`src/rtl/barrel_pkg.sv`:
```
// Shared definitions for the pipelined barrel shifter.
// mode_t: 2-bit shift-mode encoding carried on in_mode and through every stage.
package barrel_pkg;

  typedef enum logic [1:0] {
    MODE_SLL = 2'b00,
    MODE_SRL = 2'b01,
    MODE_SRA = 2'b10,
    MODE_ROL = 2'b11
  } mode_t;

endpackage

```
`src/rtl/barrel_shift_stage.sv`:
```
// One pipeline level of the barrel shifter: a combinational shift by 2^K
// (when remaining-shamt bit K is set) followed by the payload register.
// Ports:
//   clk, rst          clock, asynchronous active-high reset
//   en                global advance; all stages load together
//   in_valid/out_valid   beat-present bit
//   in_data/out_data     operand / partially shifted operand
//   in_shamt/out_shamt   full shift amount (each stage consumes bit K)
//   in_mode/out_mode     shift mode (barrel_pkg::mode_t encoding)
//   in_sign/out_sign     original operand MSB, used as SRA fill
//   out_zero             registered out_data == 0
module barrel_shift_stage
  import barrel_pkg::*;
#(
  parameter int unsigned WIDTH   = 16,
  parameter int unsigned K       = 0,
  parameter int unsigned SHAMT_W = $clog2(WIDTH)
) (
  input  logic               clk,
  input  logic               rst,
  input  logic               en,
  input  logic               in_valid,
  input  logic [WIDTH-1:0]   in_data,
  input  logic [SHAMT_W-1:0] in_shamt,
  input  logic [1:0]         in_mode,
  input  logic               in_sign,
  output logic               out_valid,
  output logic [WIDTH-1:0]   out_data,
  output logic [SHAMT_W-1:0] out_shamt,
  output logic [1:0]         out_mode,
  output logic               out_sign,
  output logic               out_zero
);

  localparam int unsigned STEP = 1 << K;
  localparam logic [WIDTH-1:0] ALL_ONES = '1;

  logic [WIDTH-1:0] shifted;

  // SRA fills from the carried sign rather than the current MSB, since an
  // earlier rotate/shift stage never runs for SRA beats but the bit must be
  // the original operand MSB regardless of stage order.
  always_comb begin
    shifted = in_data;
    if (in_shamt[K]) begin
      case (mode_t'(in_mode))
        MODE_SLL: shifted = in_data << STEP;
        MODE_SRL: shifted = in_data >> STEP;
        MODE_SRA: shifted = (in_data >> STEP) | (in_sign ? ~(ALL_ONES >> STEP) : '0);
        MODE_ROL: shifted = (in_data << STEP) | (in_data >> (WIDTH - STEP));
        default:  shifted = in_data;
      endcase
    end
  end

  always_ff @(posedge clk or posedge rst) begin
    if (rst) begin
      out_valid <= 1'b0;
      out_data  <= '0;
      out_shamt <= '0;
      out_mode  <= '0;
      out_sign  <= 1'b0;
      out_zero  <= 1'b1;
    end else if (en) begin
      out_valid <= in_valid;
      out_data  <= shifted;
      out_shamt <= in_shamt;
      out_mode  <= in_mode;
      out_sign  <= in_sign;
      out_zero  <= (shifted == '0);
    end
  end

endmodule

```
`src/rtl/pipelined_barrel_shifter.sv`:
```
// Pipelined barrel shifter: SLL / SRL / SRA / ROL, one mux level per
// shift-amount bit, each registered; one result per clock under a
// valid/ready handshake with a single global advance signal.
// Ports:
//   clk, rst              rising-edge clock, asynchronous active-high reset
//   in_valid, in_ready    input handshake (in_ready = adv, combinational)
//   in_data, in_shamt     operand and shift amount 0..WIDTH-1
//   in_mode               00 SLL, 01 SRL, 10 SRA, 11 ROL
//   out_valid, out_ready  output handshake
//   out_data, out_zero    result and registered result==0 flag
module pipelined_barrel_shifter
  import barrel_pkg::*;
#(
  parameter  int unsigned WIDTH   = 16,
  localparam int unsigned SHAMT_W = $clog2(WIDTH)
) (
  input  logic               clk,
  input  logic               rst,
  input  logic               in_valid,
  output logic               in_ready,
  input  logic [WIDTH-1:0]   in_data,
  input  logic [SHAMT_W-1:0] in_shamt,
  input  logic [1:0]         in_mode,
  output logic               out_valid,
  input  logic               out_ready,
  output logic [WIDTH-1:0]   out_data,
  output logic               out_zero
);

  logic               adv;
  logic [SHAMT_W:0]   valid;
  logic [WIDTH-1:0]   data  [SHAMT_W+1];
  logic [SHAMT_W-1:0] shamt [SHAMT_W+1];
  logic [1:0]         mode  [SHAMT_W+1];
  logic [SHAMT_W:0]   sign;
  logic [SHAMT_W:1]   zero;

  // The whole pipe moves as one: it may advance whenever the final slot is
  // empty or being drained, so bubbles never block and nothing is dropped.
  assign adv      = out_ready | ~out_valid;
  assign in_ready = adv;

  assign valid[0] = in_valid;
  assign data[0]  = in_data;
  assign shamt[0] = in_shamt;
  assign mode[0]  = in_mode;
  assign sign[0]  = in_data[WIDTH-1];

  for (genvar k = 0; k < SHAMT_W; k++) begin : g_stage
    barrel_shift_stage #(
      .WIDTH  (WIDTH),
      .K      (k),
      .SHAMT_W(SHAMT_W)
    ) u_stage (
      .clk      (clk),
      .rst      (rst),
      .en       (adv),
      .in_valid (valid[k]),
      .in_data  (data[k]),
      .in_shamt (shamt[k]),
      .in_mode  (mode[k]),
      .in_sign  (sign[k]),
      .out_valid(valid[k+1]),
      .out_data (data[k+1]),
      .out_shamt(shamt[k+1]),
      .out_mode (mode[k+1]),
      .out_sign (sign[k+1]),
      .out_zero (zero[k+1])
    );
  end

  assign out_valid = valid[SHAMT_W];
  assign out_data  = data[SHAMT_W];
  assign out_zero  = zero[SHAMT_W];

  // Payload that the last stage carries but nothing downstream consumes.
  logic unused_tail;
  assign unused_tail = ^{shamt[SHAMT_W], mode[SHAMT_W], sign[SHAMT_W], zero[SHAMT_W-1:1]};

endmodule

```
`config.mk`:
```
export PLATFORM = sky130hd
export DESIGN_NAME = pipelined_barrel_shifter
export DESIGN_NICKNAME = d
export VERILOG_FILES = /design/src/rtl/barrel_pkg.sv /design/src/rtl/barrel_shift_stage.sv /design/src/rtl/pipelined_barrel_shifter.sv
export SDC_FILE = /design/constraint.sdc
export NUM_CORES = 1
export LEC_CHECK = 0
export CAP_MARGIN = 20
export CELL_PAD_IN_SITES_DETAIL_PLACEMENT = 0
export CELL_PAD_IN_SITES_GLOBAL_PLACEMENT = 1
export CORE_AREA = 8 8 147 149
export DETAILED_ROUTE_END_ITERATION = 12
export DIE_AREA = 0 0 155 157
export PLACE_DENSITY_LB_ADDON = 0.1
export SYNTH_ARGS = -nofsm -noshare
export SYNTH_HDL_FRONTEND = slang
export SYNTH_SLANG_ARGS = --single-unit
```
`constraint.sdc`:
```
create_clock -name clk -period 4.67 [get_ports clk]
set_input_delay 0.467 -clock clk [delete_from_list [all_inputs] [get_ports clk]]
set_output_delay 0.467 -clock clk [all_outputs]
set_load 0.1 [all_outputs]
```
==> results.txt <==
The final weighted congestion in routability-driven placement is around 0.77. The net switching share of the total power is 47.9%. After detailed routing, the number of vias per cell comes to 4.66. The clock transition at the registers of the reported paths came out at 0.06 ns.

VDD sags by at most between 150 and 200 uV. The number of different library cells in the post-synthesis netlist is 37. The height of the die came out at between 150 and 200 um. The kind of path behind the tightest hold check is reg2reg. The first global-routing pass estimated slightly above 20 mm of wire. The total congestion overflow is 0. The max-cap check violation count came out at 0. For met1 alone, demand over resource in global routing was a little over an eighth. The layout filler cell count is 2039. Once detail routing completed, the nets flagged for antenna violations numbered 0. The area fraction of the dominant cell type after synthesis is 44.2%. The slew at the pin with the worst max-slew slack came out at between 1 and 1.5 ns. In this run the post-CTS setup repair buffer count came out at 0. For this configuration, the core starts out at a cell density of roughly a quarter.

The total number of nets in the final design came out at 522. The level count of the clock H-tree is 3. The number of storage elements in the synthesis netlist came out at 84. The kind of launch point of the worst setup path is a primary input. The share of synthesized flip-flops with an asynchronous set or reset is 100%. The mean post-synth cell area came out at between 9 and 10 um^2.

The most numerous cell type found on the critical path is sky130_fd_sc_hd__buf_4. The layout overhead on the synthesized area came out at 17.2%. Setup repair after global routing left no endpoint under its margin. The delay of the slowest cell on the worst path came out at roughly 0.51 ns.

The top fanout value on the critical path came out at 33. The filler-free cell count of the finished design is 766. The critical path in this run is classified as in2out. The required time of the critical path is 4.20 ns. Buffers placed on the I/O ports in this run total 44.

Yosys mapped a number of flops with a built-in enable equal to 0. Ranked by instance count, the synthesized netlist is headed by sky130_fd_sc_hd__dfrtp_1 (83), sky130_fd_sc_hd__nor2_1 (67), sky130_fd_sc_hd__nand2_1 (64). For this design the ratio of total power to cell area is a little under 800 nW/um^2. The area of the core came out at roughly 19000 um^2. The via count of the first global-routing pass came out at around 3600. The analysis attributes to net switching a power of 0.00206 W. The row count is roughly 50. The post-cts repair resize count came out at 0. For met3 alone, demand over resource in global routing was ~2.3%. The number of synthesis warnings came out at 0. The layer carrying the most global-route usage is met2. The number of diodes added for antenna fixing is 0.

For the worst setup path, the data arrival time is 2.07 ns. Across the whole layout, storage elements account for 2100 um^2. The cell-internal power came out at roughly 0.0022 W. The detailed router finished its first iteration with 175 violations. Global routing used a little over a tenth of the available tracks. The proportion of layout cells with a drive suffix above 1 is a little under a tenth. The sum of negative setup slack is 0 ns. The cell leakage power is around 2.5 nW.

TritonCTS built the clock tree. The number of clock buffers inserted by TritonCTS is 9. In the synthesized netlist the dominant register cell turns out to be sky130_fd_sc_hd__dfrtp_1. The die is between 150 and 200 um wide.

The maximum buffer depth of the clock tree came out at 2. The clock tree root driver cell is sky130_fd_sc_hd__clkbuf_16. sky130_fd_sc_hd__dfrtp_1 is the most common cell in the netlist. The post-detailed-route DRC marker count came out at 0. The final period demand of the worst path is around 2.5 ns. The final count of hold timing violations was 0. Of the total power, the clock network draws between 10% and 20%. The initial antenna violation count is 0.

The portion of total power attributed to combinational logic came out at 48.6%. The via count came out at 3566. The critical path goes through clkdlybuf4s50_1, nor2b_4, inv_1, buf_4, buf_4. The cell type with the highest aggregate area in the netlist is sky130_fd_sc_hd__dfrtp_1. The maximum clock frequency came out at a little under 400 MHz. The run finished with clean final reports. After clock tree synthesis, the flow added hold-fix buffers numbering 0.

The proportion of power drawn by flip-flops and latches came out at a little over a third. The largest individual stage delay along the critical path comes from the cell sky130_fd_sc_hd__nor2b_4. For this design, the sink count on the clock tree is 84. The wire length per cell after detailed routing came out at 16.0 um. The maximum number of pins on one net before global-route repair came out at 63.

The final number of setup-violating endpoints is 0. Detailed placement finished with a half-perimeter wire length of between 8 and 9 mm. The met2 demand-to-capacity share in global routing came out at 17.2%. The clock reaches the later pin of the worst-skew pair after 0.35 ns. The instance count after placement with tap cells included is 750.

The final max-slew violation count came out at 0. The post-route clock skew came out at approximately 0.011 ns. By area the synthesized netlist is led by sky130_fd_sc_hd__dfrtp_1 (44%), sky130_fd_sc_hd__mux2i_1 (7.9%), sky130_fd_sc_hd__a211oi_1 (7.8%). The total detailed-routing wirelength is between 10 and 15 mm. The fraction of the cycle the final worst path needs came out at a little over half.

The fraction of the yosys area taken by sequential cells came out at 44.7%. The iteration count of the initial detailed-routing pass is 4. Counting every net in the synthesized netlist gives just over 500.

STA classifies the critical path endpoint as a primary output. The normalized max-slew margin is roughly 30%. The number of top-level design ports is 45. The multi-input logic area came out at 2320 um^2.

The cell count after synthesis came out at around 500. In this run the cell area of the synthesized design comes to between 4000 and 5000 um^2. The floorplan step defined a die boundary enclosing 24300 um^2.
-- kinds of logic (layout without fill, tap and decap cells) --
family,count (synthesis),in the layout,synth area share [%]
flops,84,84,44.7
simple gates,152,152,13.8
compound gates,138,138,22.1
mux,56,56,12.5
xor+xnor,3,3,0.559
buf+inv,59,68,6.28
-- layout by cell type, fill, tap and decap left out, drive strengths merged, types with 2 or more instances in the layout --
master         Yosys  final
dfrtp             83     83
nor2              67     67
nand2             64     64
a211oi            49     49
a21o              46     46
clkdlybuf4s50      0     43
mux2i             37     37
mux2              19     19
a22oi             12     12
a221oi            11     11
clkbuf            35     10
buf               21      6
o21ai              5      5
clkinv             0      5
nor3b              4      4
a21oi              4      4
nor4bb             4      4
nor4               4      4
o31ai              3      3
inv                3      3
nor2b              3      3
o21a               2      2
nand2b             2      2
o2111ai            2      2
xnor2              2      2
-- registers in the layout, indices dropped and copies added, names as in the netlist --
register / flops
g_stage.u_stage.out_valid: 4
g_stage.u_stage.out_zero: 1
g_stage.u_stage.out_data: 64
g_stage.u_stage.out_shamt: 6
g_stage.u_stage.out_sign: 3
g_stage.u_stage.out_mode: 6
-- critical path, delay by kind of cell --
kind          cells  cell delay, ns
buf+inv           4            1.08
simple gates      1            0.51
-- stage by stage --
step / util [%] / total power, W / cell area, um^2 / hold slack (ns) / setup slack (ns)
2_1_floorplan: - / 0.00323 / 4700 / 0.430 / 1.87
3_3_place_gp: 27.3 / 0.00369 / 5240 / 0.448 / 2.10
3_5_place_dp: 27.3 / 0.00370 / 5240 / 0.445 / 2.04
4_1_cts: 28.7 / 0.00439 / 5510 / 0.460 / 2.11
5_1_grt: 28.7 / 0.00464 / 5510 / 0.500 / 2.01
6_report: 28.7 / 0.00431 / 5510 / 0.457 / 2.13
-- layout make-up --
cell class	count	area share (%)
Multi-Input combinational cell	349	42.1
Sequential cell	84	38.2
Timing Repair Buffer	49	8.63
Tap cell	265	6.02
Clock buffer	10	4.15
Clock inverter	6	0.726
Inverter	3	0.227
-- power by group through the flow --
stage	registers (W)	clock network [W]	logic [W]
floorplan	0.00133	0	0.00191
global route	0.00162	0.000725	0.00229
detailed placement	0.00158	0	0.00212
CTS	0.00157	0.000690	0.00213
global placement	0.00157	0	0.00212
finish	0.00156	0.000659	0.00210
-- layer usage --
layer  part of all wire (%)  vias up  wire, um
li1                       -     1780         -
met1                     48     1720      5840
met2                     47       52      5790
met3                    3.3       14       408
met4                    2.0        0       246
met5                      0        -         0
-- final timing paths --
check | slack [ns] | to | cells past startpoint | startpoint
setup reg to reg | 2.23 | g_stage[3].u_stage.out_zero | 4 | g_stage[2].u_stage.out_mode[0]
min in group asynchronous | 0.61 | g_stage[2].u_stage.out_valid | 2 | rst
max in group asynchronous | 3.07 | g_stage[1].u_stage.out_data[6] | 3 | rst
hold / removal | 0.46 | g_stage[3].u_stage.out_valid | 1 | g_stage[2].u_stage.out_valid
setup / recovery | 2.13 | in_ready | 5 | out_ready
hold reg to reg | 0.46 | g_stage[3].u_stage.out_valid | 1 | g_stage[2].u_stage.out_valid
(Power assumes the default switching activity.)
